[src/rtl/contador_regressivo_8bits_if.sv]
// Control/status bundle for the loadable down-counter: the master drives load/start/enable,
// the slave (counter) returns count and status flags.
interface contador_regressivo_8bits_if #(
  parameter int WIDTH = 8
);
  logic             load;
  logic [WIDTH-1:0] load_val;
  logic             start;
  logic             en_n;
  logic             auto_reload;
  logic [WIDTH-1:0] count;
  logic             busy;
  logic             done;
  logic             zero;

  modport master (
    output load, load_val, start, en_n, auto_reload,
    input  count, busy, done, zero
  );

  modport slave (
    input  load, load_val, start, en_n, auto_reload,
    output count, busy, done, zero
  );
endinterface

[src/rtl/contador_regressivo_8bits.sv]
// Loadable down-counter/timer with prescaler, pause, terminal-count pulse and optional
// auto-reload for periodic tick generation.
module contador_regressivo_8bits #(
  parameter int WIDTH    = 8,
  parameter int PRESCALE = 1
) (
  input  logic                      clk,
  input  logic                      rst,
  contador_regressivo_8bits_if.slave bus
);

  localparam int PW = (PRESCALE > 1) ? $clog2(PRESCALE) : 1;

  typedef enum logic [1:0] {
    ST_IDLE = 2'd0,
    ST_RUN  = 2'd1,
    ST_HOLD = 2'd2
  } state_e;

  state_e           state_q;
  logic [WIDTH-1:0] count_q;
  logic [WIDTH-1:0] reload_q;
  logic [PW-1:0]    psc_q;
  logic             busy_q;
  logic             done_q;

  // A decrement happens only when the prescaler has seen PRESCALE enabled RUN cycles.
  logic psc_wrap_s;
  assign psc_wrap_s = (psc_q == PW'(PRESCALE - 1));

  // Control FSM with registered count/busy/done; priority is rst > load > start > counting.
  always_ff @(posedge clk) begin
    if (rst) begin
      state_q  <= ST_IDLE;
      count_q  <= '0;
      reload_q <= '0;
      psc_q    <= '0;
      busy_q   <= 1'b0;
      done_q   <= 1'b0;
    end else if (bus.load) begin
      state_q  <= ST_IDLE;
      count_q  <= bus.load_val;
      reload_q <= bus.load_val;
      psc_q    <= '0;
      busy_q   <= 1'b0;
      done_q   <= 1'b0;
    end else begin
      done_q <= 1'b0;
      case (state_q)
        ST_IDLE: begin
          if (bus.start && (count_q != '0)) begin
            state_q <= ST_RUN;
            psc_q   <= '0;
            busy_q  <= 1'b1;
          end else begin
            busy_q  <= 1'b0;
          end
        end
        ST_RUN: begin
          if (bus.en_n) begin
            state_q <= ST_HOLD;
          end else if (count_q == '0) begin
            // Unreachable in normal operation; recover to a clean idle state.
            state_q <= ST_IDLE;
            busy_q  <= 1'b0;
          end else if (psc_wrap_s) begin
            psc_q <= '0;
            if (count_q == WIDTH'(1)) begin
              done_q <= 1'b1;
              if (bus.auto_reload) begin
                count_q <= reload_q;
              end else begin
                count_q <= '0;
                state_q <= ST_IDLE;
                busy_q  <= 1'b0;
              end
            end else begin
              count_q <= count_q - WIDTH'(1);
            end
          end else begin
            psc_q <= psc_q + PW'(1);
          end
        end
        ST_HOLD: begin
          if (!bus.en_n) begin
            state_q <= ST_RUN;
          end else begin
            state_q <= ST_HOLD;
          end
        end
        default: begin
          state_q <= ST_IDLE;
          busy_q  <= 1'b0;
        end
      endcase
    end
  end

  assign bus.count = count_q;
  assign bus.busy  = busy_q;
  assign bus.done  = done_q;
  assign bus.zero  = (count_q == '0);

endmodule

[src/flat_wrapper.sv]
// flat-port wrapper written by rule: the top's interface ports become plain ports
module contador_regressivo_8bits_flat 
#(
  parameter int WIDTH    = 8,
  parameter int PRESCALE = 1
)
  (clk, rst, bus_load, bus_load_val, bus_start, bus_en_n, bus_auto_reload, bus_count, bus_busy, bus_done, bus_zero);
  contador_regressivo_8bits_if #(.WIDTH(WIDTH)) bus_i ();
  input  logic clk;
  input  logic rst;
  input wire logic [$bits(bus_i.load)-1:0] bus_load;
  input wire logic [$bits(bus_i.load_val)-1:0] bus_load_val;
  input wire logic [$bits(bus_i.start)-1:0] bus_start;
  input wire logic [$bits(bus_i.en_n)-1:0] bus_en_n;
  input wire logic [$bits(bus_i.auto_reload)-1:0] bus_auto_reload;
  output wire logic [$bits(bus_i.count)-1:0] bus_count;
  output wire logic [$bits(bus_i.busy)-1:0] bus_busy;
  output wire logic [$bits(bus_i.done)-1:0] bus_done;
  output wire logic [$bits(bus_i.zero)-1:0] bus_zero;
  assign bus_i.load = bus_load;
  assign bus_i.load_val = bus_load_val;
  assign bus_i.start = bus_start;
  assign bus_i.en_n = bus_en_n;
  assign bus_i.auto_reload = bus_auto_reload;
  assign bus_count = bus_i.count;
  assign bus_busy = bus_i.busy;
  assign bus_done = bus_i.done;
  assign bus_zero = bus_i.zero;
  contador_regressivo_8bits #(.WIDTH(WIDTH), .PRESCALE(PRESCALE)) u_core (.clk(clk), .rst(rst), .bus(bus_i));
endmodule
[config.mk]
export PLATFORM = sky130hd
export DESIGN_NAME = contador_regressivo_8bits_flat
export DESIGN_NICKNAME = d
export VERILOG_FILES = /design/src/rtl/contador_regressivo_8bits_if.sv /design/src/rtl/contador_regressivo_8bits.sv /design/src/flat_wrapper.sv
export SDC_FILE = /design/constraint.sdc
export NUM_CORES = 1
export LEC_CHECK = 0
export ABC_CLOCK_PERIOD_IN_PS = 2600
export BUFFER_PORTS_ARGS = -buffer_cell sky130_fd_sc_hd__buf_2
export CORE_MARGIN = 2
export CORE_UTILIZATION = 38
export CTS_BUF_LIST = sky130_fd_sc_hd__clkbuf_8
export CTS_CLUSTER_DIAMETER = 30
export DETAILED_ROUTE_END_ITERATION = 16
export PLACE_DENSITY = 0.61
export RECOVER_POWER = 25
export SLEW_MARGIN = 20
export SYNTH_ARGS = -nofsm -noshare
export SYNTH_HDL_FRONTEND = slang
export SYNTH_SLANG_ARGS = --single-unit
[constraint.sdc]
create_clock -name clk -period 2.6 [get_ports clk]
set_clock_uncertainty 0.2 [all_clocks]
set_input_delay 0.65 -clock clk [delete_from_list [all_inputs] [get_ports clk]]
set_output_delay 0.65 -clock clk [all_outputs]
set_load 0.02 [all_outputs]
==> flow_summary.toml <==
[setup_path]
crit_start = "u_core.bus.count[0]"
rrSetupSlack_ps = 390
crit_buf_inv = 3
worst-endpoint-arrival_ps = 1440
r2r_end = "u_core.bus.count[0]"
crit_type = "reg2out"
rr_worst_depth = 7
cp_slowest_cell = "dfxtp_1"
worstSetupStartpointType = "flip-flop"
crit_fanout = 6
cp_cell_sequence = "inv_1 -> ha_1 -> nand3_1 -> inv_1 -> buf_2"
rr_startpoint = "u_core.bus.count[0]"
slowest_delay_ps = 430
end_kind = "output pin"
critPathTopFamily = "flip-flops"
crit_required_ps = 1750
crit_path_frequent_cell = "inv_1"

[placed_design]
gp_congestion = 0.802
dpl.hpwl_um = 2080
portBuffers = 24

[timing]
timing.final.crit_share_pct = 88.2
tightest_slew_ps = 444
holdWs_ps = 281
relSlewSlack_pct = 70.4
fmax_mhz = 436
rsz0062_at_grt = "no"
finalSetupTns_ps = 0
period_needed_ps = 2290
setup_violations = 0
slew_violations = 0
finalHoldViolCount = 0

[outcome]
outcome = "complete, no violations"

[finish]
antennaDiodeCount = 0
nets = 174
drive_gt1_share_pct = 28.8
syn_to_final_growth_pct = 17.4

[floorplanning]
fp-row-count = 20
die-area_mm2 = 0.00359
start_util_pct = 39.6
dieWidth_um = 60.0
die_h_um = 60.0
io_pins = 25
core_area_mm2 = 0.00300

[global_routing]
grt_first_pass_wirelength_um = 4630
grt.met3_usage_pct = 4.33
grt_antenna_before_repair = 0
grt_overflow = 0
grt_pass1_vias = 1048
grt_util_met2_pct = 29.7
grt-busiest-layer = "met2"
use_met1_pct = 20.5
grt_util_all_layers_pct = 16.9
grt_max_degree = 28

[route]
vias = 1112
ant_nets = 0
wirelength_um = 2860
first_iter_violations = 63
drtPass1Iterations = 5
via_per_inst = 5.88
wl_per_cell_um = 15.2
route.detailed.drc = 0

[clock_network]
clock_sinks = 20
cts_buffer_depth = 2
holdBufCountCts = 0
htree_levels = 1
cts_resized = 0
tritoncts = "yes"
cts_root_buf = "clkbuf_8"
postCtsSetupBuffers = 0
clk_latency_ps = 260
clk_pin_slew_worst_paths_ps = 80
numCtsBuffers = 3

[logic_synthesis]
syn-num-nets = 147
mappedNetlistArea_mm2 = 0.00119
ys_ff_latch = 20
async_reset_ff_share_pct = 0
yosysWarnings = 0
synth_area_per_cell_um2 = 9.15
synth_edf_count = 0
synth.distinct_cells = 50
synthCells = 130
ys_seq_area_share_pct = 33.6
ys.flop_type = "dfxtp_1"

[job]
drv_cap = 0

[power_and_ir_drop]
power.density_mw_per_mm2 = 641
p_leak_nw = 0.587
ir_drop_v = 0.000319

[hold_path]
min_delay_worst_endpoint = "u_core.reload_q[1]"
min_delay_path_depth = 2
min_from = "u_core.reload_q[1]"
hold_class = "reg2reg"
## registers in the layout, indices dropped and copies added, names as in the netlist
signal,flops
u_core.state_q,2
u_core.bus.done,1
u_core.bus.busy,1
u_core.bus.count,8
u_core.reload_q,8
## how the worst max path moves through the flow
stage,to,slack [ps],cells past startpoint
4_1_cts,bus_zero,310,5
3_5_place_dp,u_core.bus.count[5],290,5
2_1_floorplan,u_core.bus.count[5],450,7
3_3_place_gp,u_core.bus.count[5],350,5
6_report,bus_zero,310,5
5_1_grt,bus_zero,220,5
## metrics by stage
step                      instances  setup slack [ps]  utilization, %  total power [W]  cell area [um2]
after detailed placement        185               289            44.7         0.000661             1340
final                           189               307            46.5         0.000895             1400
after global routing            189               219            46.5         0.000945             1400
after floorplan                 130               454               -         0.000579             1190
after global placement          185               348            44.7         0.000655             1340
after CTS                       189               309            46.5         0.000907             1400
## cell usage after synthesis (2+ instances only)
cell type   n  area [um2]
dfxtp_1    20         400
nor2_1     11        41.3
nand2_1     8        30.0
a21oi_1     6        30.0
inv_1       5        18.8
mux2i_1     5        50.1
nand2b_1    5        31.3
a31oi_1     4        25.0
nor4_1      4        25.0
a221oi_2    3        45.0
clkbuf_1    3        11.3
ha_1        3        37.5
nand3_1     3        15.0
nor2b_1     3        18.8
nor3b_1     3        22.5
o21a_1      3        22.5
a222oi_1    2        20.0
and2_1      2        12.5
and3_1      2        12.5
buf_6       2        22.5
o31ai_1     2        15.0
o32ai_1     2        17.5
or2_2       2        12.5
## where the power goes
part,total (W),leakage (nW),switching (W),internal [W]
Sequential,0.000365,0.165,0.0000344,0.000330
Combinational,0.000290,0.393,0.000156,0.000134
Clock,0.000240,0.0288,0.000105,0.000135
Total,0.000895,0.587,0.000295,0.000600
## layout make-up
type,instances,area (um2)
clock buffer,4,55.1
fill,307,1610
timing repair buffer,29,156
tap,33,41.3
sequential,20,400
inverter,5,18.8
multi-input combinational,98,724
## placed cells by master, fill, tap and decap left out, types with 4 or more instances in the layout
master,instances
buf_4,5
nand2b_1,5
nor4_1,4
mux2i_1,5
clkbuf_8,4
buf_2,23
inv_1,5
nand2_1,8
a21oi_1,6
a31oi_1,4
nor2_1,11
dfxtp_1,20
## worst register-to-register path, stage by stage (launching register included)
cell	delay [ps]
dfxtp_1	370
inv_1	150
ha_1	270
or4b_4	490
o22ai_2	140
buf_4	190
a221oi_1	70
a221oi_2	250
## logic make-up (layout without fill, tap and decap cells)
kind of cell             count (synthesis)  after routing  synth area share (%)
adder cells (fa/ha/maj)                  3              3                  3.15
multiplexers                             6              6                  5.15
AND/OR/NAND/NOR                         51             51                  25.8
XOR/XNOR                                 2              2                  1.47
flip-flops                              20             20                  33.6
AO/OA/AOI/OAI                           36             36                  25.3
buffers and inverters                   12             38                  5.47
## routing by layer
metal / vias to the layer above / wire length, um
met1: 542 / 1310
met4: 0 / 21
li1: 549 / -
met5: - / 0
met3: 2 / 104
met2: 19 / 1430
No activity file was read; power rests on OpenSTA's default activity.
